--- src/rtl/hud_digit_writer_if.sv ---
// rtl/hud_digit_writer_if.sv - update request and HUD slot write port bundle
interface hud_digit_writer_if #(
    parameter int VALUE_W = 14
);
    logic               upd_valid;
    logic               upd_ready;
    logic [1:0]         upd_field;
    logic [VALUE_W-1:0] upd_value;
    logic               write;
    logic [3:0]         num;
    logic [3:0]         blob;
    logic               busy;
    logic               err_field;

    modport master (
        output upd_valid, upd_field, upd_value,
        input  upd_ready, write, num, blob, busy, err_field
    );

    modport slave (
        input  upd_valid, upd_field, upd_value,
        output upd_ready, write, num, blob, busy, err_field
    );
endinterface

--- src/rtl/hud_digit_writer.sv ---
// rtl/hud_digit_writer.sv - binary to BCD HUD digit slot writer (optional HUD_LZ_BLANK_EN)
module hud_digit_writer #(
    parameter int DIGITS     = 4,
    parameter int NUM_FIELDS = 3,
    parameter int VALUE_W    = 14,
    parameter int MAX_VALUE  = 9999
) (
    input  logic             clk,
    input  logic             reset_n,
    hud_digit_writer_if.slave bus
);
    localparam int BCD_W  = 4 * DIGITS;
    localparam int ICNT_W = $clog2(VALUE_W + 1);
    localparam int DCNT_W = $clog2(DIGITS + 1);

    typedef enum logic [1:0] {S_IDLE, S_CONVERT, S_WRITE} state_t;

    state_t             state_q, state_d;
    logic [VALUE_W-1:0] bin_q, bin_d;
    logic [BCD_W-1:0]   bcd_q, bcd_d;
    logic [1:0]         field_q, field_d;
    logic [ICNT_W-1:0]  icnt_q, icnt_d;
    logic [DCNT_W-1:0]  dcnt_q, dcnt_d;
    logic               lead_q, lead_d;
    logic               ready_q, ready_d;
    logic               write_q, write_d;
    logic [3:0]         num_q, num_d;
    logic [3:0]         blob_q, blob_d;
    logic               busy_q, busy_d;
    logic               err_q, err_d;

    logic               accept;
    logic               field_ok;
    logic [VALUE_W-1:0] sat_value;
    logic [BCD_W-1:0]   dd_bcd;
    logic [BCD_W-1:0]   iter_bcd;
    logic [VALUE_W-1:0] iter_bin;
    logic [BCD_W-1:0]   src_bcd;
    logic [3:0]         cur_digit;
    logic [3:0]         cur_glyph;

    assign accept    = bus.upd_valid && ready_q;
    assign field_ok  = int'(bus.upd_field) < NUM_FIELDS;
    assign sat_value = (bus.upd_value > VALUE_W'(MAX_VALUE)) ? VALUE_W'(MAX_VALUE)
                                                             : bus.upd_value;

    // One double-dabble iteration: add 3 to every nibble >= 5, then shift in the next bit
    always_comb begin
        dd_bcd = bcd_q;
        for (int i = 0; i < DIGITS; i++) begin
            if (dd_bcd[4*i +: 4] >= 4'd5) begin
                dd_bcd[4*i +: 4] = dd_bcd[4*i +: 4] + 4'd3;
            end
        end
        iter_bcd = {dd_bcd[BCD_W-2:0], bin_q[VALUE_W-1]};
        iter_bin = {bin_q[VALUE_W-2:0], 1'b0};
    end

    // Digit about to be written: the last conversion step feeds the first write directly
    always_comb begin
        src_bcd   = (state_q == S_CONVERT) ? iter_bcd : bcd_q;
        cur_digit = src_bcd[BCD_W-1 -: 4];
`ifdef HUD_LZ_BLANK_EN
        // Position 0 on the conversion edge, otherwise the count of digits already written
        if (lead_q && (cur_digit == 4'd0) &&
            !((state_q == S_WRITE) && (dcnt_q == DCNT_W'(DIGITS - 1)))) begin
            cur_glyph = 4'd10;
        end else begin
            cur_glyph = cur_digit;
        end
`else
        cur_glyph = cur_digit;
`endif
    end

    // Next-state and registered-output logic of the IDLE/CONVERT/WRITE sequencer
    always_comb begin
        state_d = state_q;
        bin_d   = bin_q;
        bcd_d   = bcd_q;
        field_d = field_q;
        icnt_d  = icnt_q;
        dcnt_d  = dcnt_q;
        lead_d  = lead_q;
        write_d = 1'b0;
        num_d   = num_q;
        blob_d  = blob_q;
        err_d   = 1'b0;
        case (state_q)
            S_IDLE: begin
                if (accept) begin
                    if (field_ok) begin
                        state_d = S_CONVERT;
                        bin_d   = sat_value;
                        bcd_d   = '0;
                        field_d = bus.upd_field;
                        icnt_d  = '0;
                        lead_d  = 1'b1;
                    end else begin
                        err_d = 1'b1;
                    end
                end
            end
            S_CONVERT: begin
                bin_d  = iter_bin;
                bcd_d  = iter_bcd;
                icnt_d = icnt_q + ICNT_W'(1);
                if (icnt_q == ICNT_W'(VALUE_W - 1)) begin
                    state_d = S_WRITE;
                    write_d = 1'b1;
                    num_d   = cur_glyph;
                    blob_d  = 4'(int'(field_q) * DIGITS);
                    bcd_d   = {iter_bcd[BCD_W-5:0], 4'd0};
                    dcnt_d  = DCNT_W'(1);
                    lead_d  = lead_q && (cur_digit == 4'd0);
                end
            end
            S_WRITE: begin
                if (dcnt_q == DCNT_W'(DIGITS)) begin
                    state_d = S_IDLE;
                end else begin
                    write_d = 1'b1;
                    num_d   = cur_glyph;
                    blob_d  = blob_q + 4'd1;
                    bcd_d   = {bcd_q[BCD_W-5:0], 4'd0};
                    dcnt_d  = dcnt_q + DCNT_W'(1);
                    lead_d  = lead_q && (cur_digit == 4'd0);
                end
            end
            default: state_d = S_IDLE;
        endcase
        ready_d = (state_d == S_IDLE);
        busy_d  = (state_d != S_IDLE);
    end

    // State and output registers; reset aborts any sequence in flight
    always_ff @(posedge clk or negedge reset_n) begin
        if (!reset_n) begin
            state_q <= S_IDLE;
            bin_q   <= '0;
            bcd_q   <= '0;
            field_q <= '0;
            icnt_q  <= '0;
            dcnt_q  <= '0;
            lead_q  <= 1'b0;
            ready_q <= 1'b0;
            write_q <= 1'b0;
            num_q   <= '0;
            blob_q  <= '0;
            busy_q  <= 1'b0;
            err_q   <= 1'b0;
        end else begin
            state_q <= state_d;
            bin_q   <= bin_d;
            bcd_q   <= bcd_d;
            field_q <= field_d;
            icnt_q  <= icnt_d;
            dcnt_q  <= dcnt_d;
            lead_q  <= lead_d;
            ready_q <= ready_d;
            write_q <= write_d;
            num_q   <= num_d;
            blob_q  <= blob_d;
            busy_q  <= busy_d;
            err_q   <= err_d;
        end
    end

    assign bus.upd_ready = ready_q;
    assign bus.write     = write_q;
    assign bus.num       = num_q;
    assign bus.blob      = blob_q;
    assign bus.busy      = busy_q;
    assign bus.err_field = err_q;
endmodule

--- src/flat_wrapper.sv ---
// flat-port wrapper written by rule: the top's interface ports become plain ports
module hud_digit_writer_flat 
#(
    parameter int DIGITS     = 4,
    parameter int NUM_FIELDS = 3,
    parameter int VALUE_W    = 14,
    parameter int MAX_VALUE  = 9999
)
  (clk, reset_n, bus_upd_valid, bus_upd_field, bus_upd_value, bus_upd_ready, bus_write, bus_num, bus_blob, bus_busy, bus_err_field);
  hud_digit_writer_if #(.VALUE_W(VALUE_W)) bus_i ();
  input  logic clk;
  input  logic reset_n;
  input wire logic [$bits(bus_i.upd_valid)-1:0] bus_upd_valid;
  input wire logic [$bits(bus_i.upd_field)-1:0] bus_upd_field;
  input wire logic [$bits(bus_i.upd_value)-1:0] bus_upd_value;
  output wire logic [$bits(bus_i.upd_ready)-1:0] bus_upd_ready;
  output wire logic [$bits(bus_i.write)-1:0] bus_write;
  output wire logic [$bits(bus_i.num)-1:0] bus_num;
  output wire logic [$bits(bus_i.blob)-1:0] bus_blob;
  output wire logic [$bits(bus_i.busy)-1:0] bus_busy;
  output wire logic [$bits(bus_i.err_field)-1:0] bus_err_field;
  assign bus_i.upd_valid = bus_upd_valid;
  assign bus_i.upd_field = bus_upd_field;
  assign bus_i.upd_value = bus_upd_value;
  assign bus_upd_ready = bus_i.upd_ready;
  assign bus_write = bus_i.write;
  assign bus_num = bus_i.num;
  assign bus_blob = bus_i.blob;
  assign bus_busy = bus_i.busy;
  assign bus_err_field = bus_i.err_field;
  hud_digit_writer #(.DIGITS(DIGITS), .NUM_FIELDS(NUM_FIELDS), .VALUE_W(VALUE_W), .MAX_VALUE(MAX_VALUE)) u_core (.clk(clk), .reset_n(reset_n), .bus(bus_i));
endmodule
--- config.mk ---
export PLATFORM = sky130hd
export DESIGN_NAME = hud_digit_writer_flat
export DESIGN_NICKNAME = d
export VERILOG_FILES = /design/src/rtl/hud_digit_writer_if.sv /design/src/rtl/hud_digit_writer.sv /design/src/flat_wrapper.sv
export SDC_FILE = /design/constraint.sdc
export NUM_CORES = 1
export LEC_CHECK = 0
export BUFFER_PORTS_ARGS = -buffer_cell sky130_fd_sc_hd__buf_2
export CORE_ASPECT_RATIO = 0.5
export CORE_MARGIN = 8
export CORE_UTILIZATION = 40
export CTS_CLUSTER_DIAMETER = 60
export DETAILED_ROUTE_END_ITERATION = 16
export PLACE_DENSITY_LB_ADDON = 0.12
export SYNTH_ARGS = -nofsm -noshare
export SYNTH_HDL_FRONTEND = slang
export SYNTH_SLANG_ARGS = --single-unit
--- constraint.sdc ---
create_clock -name clk -period 3.4 [get_ports clk]
set_input_delay 0.34 -clock clk [delete_from_list [all_inputs] [get_ports clk]]
set_output_delay 0.34 -clock clk [all_outputs]
set_load 0.05 [all_outputs]
==> impl_metrics.csv <==
group,metric,value,unit
run_status,status,"finished, final reports clean",
sta,slew_violations,0,
clock_network,clock_latency,0.30,ns
global_route,grtUsageTotal,13.57,%
global_route,grt_overflow_total,0,
clock_network,post_cts_buffers,0,
worst_setup_path,path_buf_inv,1,
final_layout,stdcell_count,438,
sta,rsz0062_at_grt,"false",
floorplan,row_count,22,
worst_setup_path,critPathSlowestCell,"or3_1",
clock_network,ctsResizeCount,0,
floorplan,core,0.007239,mm^2
routing,drtIter0Drc,120,
routing,postRouteAntennaNets,0,
placed_design,place_hpwl,4917,um
sta,fin_crit_sh,73.66,%
sta,skew,0.005139,ns
clock_network,tritoncts,"built",
floorplan,floorplan.initialDensity,40.68,%
worst_setup_path,cp.required,3.61,ns
power,power_frac_clock,24.3,%
job,maxCapViolations,0,
clock_network,cts-buffers-inserted,5,
worst_setup_path,arrival,2.72,ns
worst_setup_path,end_kind,"flop",
sta,tns,0,ns
worst_setup_path,crit_chain,"inv_1 > ha_1 > and3_1 > or3_1 > or2_0 > o21ai_0",
global_route,grt_pass1_vias,2321,
placed_design,io_buffers,30,
power,seq_power_share,38.4,%
worst_setup_path,worstRegToRegCells,6,
synth,synthesis.area,0.002945,mm^2
global_route,grt_pass1_wl,11450,um
worst_setup_path,reg2reg_slack,0.90,ns
power,ir_drop,0.3224,mV
clock_network,cts_buffer_depth,2,
sta,max_clock_freq,0.3993,GHz
global_route,antenna_found_initial,0,
worst_setup_path,criticalPathCategory,"reg2reg",
worst_setup_path,start_kind,"flop",
final_layout,nets,377,
synth,synthCells,315,
worst_setup_path,crit_end,"u_core.bcd_q[13]",
routing,vias,2370,
synth,seq_area_frac_synth,45.03,%
clock_network,postCtsHoldBufs,0,
worst_setup_path,cpLargestDelayFamily,"simple AND/OR/NAND/NOR gates",
synth,syn_avg_cell_area,9.350,um^2
placed_design,gp_congestion,0.7704,
worst_setup_path,r2r-start,"u_core.state_q[0]",
sta,hold_viol_final,0,
synth,synth_fp_nets,351,
sta,maxSlewHeadroom,33.79,%
floorplan,die_w,137.4,um
power,p_comb_share,37.3,%
worst_setup_path,cp_max_fo,22,
worst_setup_path,crit_path_start,"u_core.state_q[0]",
power,switching_power,0.9653,mW
final_layout,synthToLayoutAreaGrowth,13.21,%
power,leakage,1.512,nW
clock_network,path_clk_slew,0.07,ns
floorplan,num_io_pins,31,
routing,vias_per_cell,5.411,
clock_network,root_buffer,"clkbuf_16",
power,p_per_area,729.6,mW/mm^2
routing,drt_pre_antenna_iters,5,
min_path,hp-class,"in2async",
clock_network,clock-sinks,53,
final_layout,final_core_util,46.06,%
sta,tightestPinTransition,0.9932,ns
routing,wl_per_cell,15.28,um
clock_network,h-tree-depth,2,
power,p_int,1.467,mW
worst_setup_path,crit_path_max_incr_delay,0.60,ns
synth,ys_seq_elements,53,
synth,synth_cell_types,40,
synth,synthFlopType,"dfrtp_1",
synth,synth_edf_count,0,
synth,synthArstFlopShare,100.0,%
sta,finalSetupViolations,0,
global_route,grt_max_degree,44,
routing,drc,0,
synth,ys_warn_count,0,
worst_setup_path,r2r_end,"u_core.bcd_q[13]",
sta,layout_min_cycle_time,2.504,ns
placed_design,placed_cells,430,
worst_setup_path,path_depth,6,
power,sw_frac_of_total,39.68,%
floorplan,fp.dieH,76.68,um
final_layout,antenna_cells,0,
final_layout,final_layout_size_suffix_gt1_share,13.45,%
routing,routed_wl,6694,um
floorplan,die_area,0.01053,mm^2
==> cells in the final DEF, fill, tap and decap left out, types with 5 or more instances in the layout <==
cell and count:
dfrtp_1 53, mux2i_1 6, a21oi_1 19, a22o_1 8, nand2_1 31, buf_2 30
a221oi_1 6, nor2_1 31, o21ai_0 29, inv_1 18, ha_1 17, a222oi_1 5
nand2b_1 9, nor3b_1 6, clkbuf_16 5, o22ai_1 9
==> final cells by class <==
type | instances | area [um^2]
clock buffers | 7 | 142.6
multi-input cells | 230 | 1475
flip-flops and latches | 53 | 1326
clock inverters | 1 | 30.03
repair buffers | 33 | 172.7
well taps | 96 | 120.1
fillers | 715 | 3905
inverters | 18 | 67.56
==> sequential cells by signal (all words and copies together) (netlist names) <==
name / flops
u_core.bcd_q: 16
u_core.bin_q: 14
u_core.bus.blob: 4
u_core.bus.num: 4
u_core.icnt_q: 4
u_core.dcnt_q: 3
u_core.field_q: 2
u_core.state_q: 2
u_core.bus.busy: 1
u_core.bus.err_field: 1
u_core.bus.upd_ready: 1
u_core.bus.write: 1
==> power groups by stage <==
stage	combinational [mW]	sequential (mW)	clock, mW
floorplan	0.625	1.02	0
global placement	0.896	0.938	0
detailed placement	0.918	0.944	0
CTS	0.919	0.935	0.610
global route	1.03	0.960	0.637
finish	0.907	0.934	0.592
==> cells by family (layout without fill, tap and decap cells) <==
logic type                 count (synthesis)  count (layout)  share of synthesized area, %
xor gates and xnor gates                   6               6                         1.784
buffers and inverters                     32              59                         4.885
muxes                                      9               9                         3.313
adders and majority gates                 17              17                         7.222
and+or+nand+nor                          100             100                         16.18
DFF                                       53              53                         45.03
AOI/OAI and AO/OA                         98              98                         21.58
==> how the worst min path moves through the flow <==
stage                            from                 to  slack [ns]  depth (start not counted)
CTS                           reset_n    u_core.bin_q[4]        0.24                          1
global placement    u_core.bus.num[2]  u_core.bus.num[2]        0.46                          1
global route                  reset_n    u_core.bin_q[6]        0.28                          1
floorplan                     reset_n    u_core.bcd_q[0]        0.04                          0
detailed placement  u_core.bus.num[0]  u_core.bus.num[0]        0.46                          1
finish                        reset_n    u_core.bin_q[4]        0.21                          1
==> Yosys cell counts, types with 2 or more instances <==
cell,count,area share [%]
and3_1,3,0.64
o221ai_1,4,1.2
a222oi_1,5,1.7
a21oi_1,19,3.2
nand3_1,3,0.51
ha_1,17,7.2
a22o_1,8,2.4
o22ai_1,9,1.9
a21boi_0,2,0.51
mux2i_1,6,2.0
mux2_2,2,0.76
nor2_1,31,4.0
a31oi_1,3,0.64
nor3_1,3,0.51
xnor2_1,4,1.2
nand4_1,3,0.64
clkbuf_1,9,1.1
a21o_1,4,1.0
nand2b_1,9,1.9
dfrtp_1,53,45
nor3b_1,6,1.5
or3_1,2,0.42
a221oi_1,6,1.8
a22oi_1,3,0.76
inv_1,18,2.3
buf_6,3,1.1
a211oi_1,2,0.51
and2_1,3,0.64
nand2_1,31,4.0
xor2_1,2,0.59
or2_2,2,0.42
o21ai_0,29,4.9
o31ai_1,4,1.0
==> through the flow <==
stage | hold WS, ns | worst slack, ns | instance area (um^2) | total power, mW
6_report | 0.2111 | 0.8957 | 3334 | 2.433
5_1_grt | 0.2828 | 0.5482 | 3334 | 2.627
4_1_cts | 0.2373 | 0.8938 | 3334 | 2.464
3_5_place_dp | 0.4632 | 0.9078 | 3162 | 1.862
3_3_place_gp | 0.4620 | 0.9694 | 3162 | 1.834
2_1_floorplan | 0.04441 | 1.396 | 2945 | 1.650
==> per-layer routing <==
layer	routed length (um)	track usage, %
met1	3338	18.24
met2	3009	20.44
met3	250	3.706
met4	95	4.844
met5	0	0
Note: power is estimated with default switching activity, not from simulation.
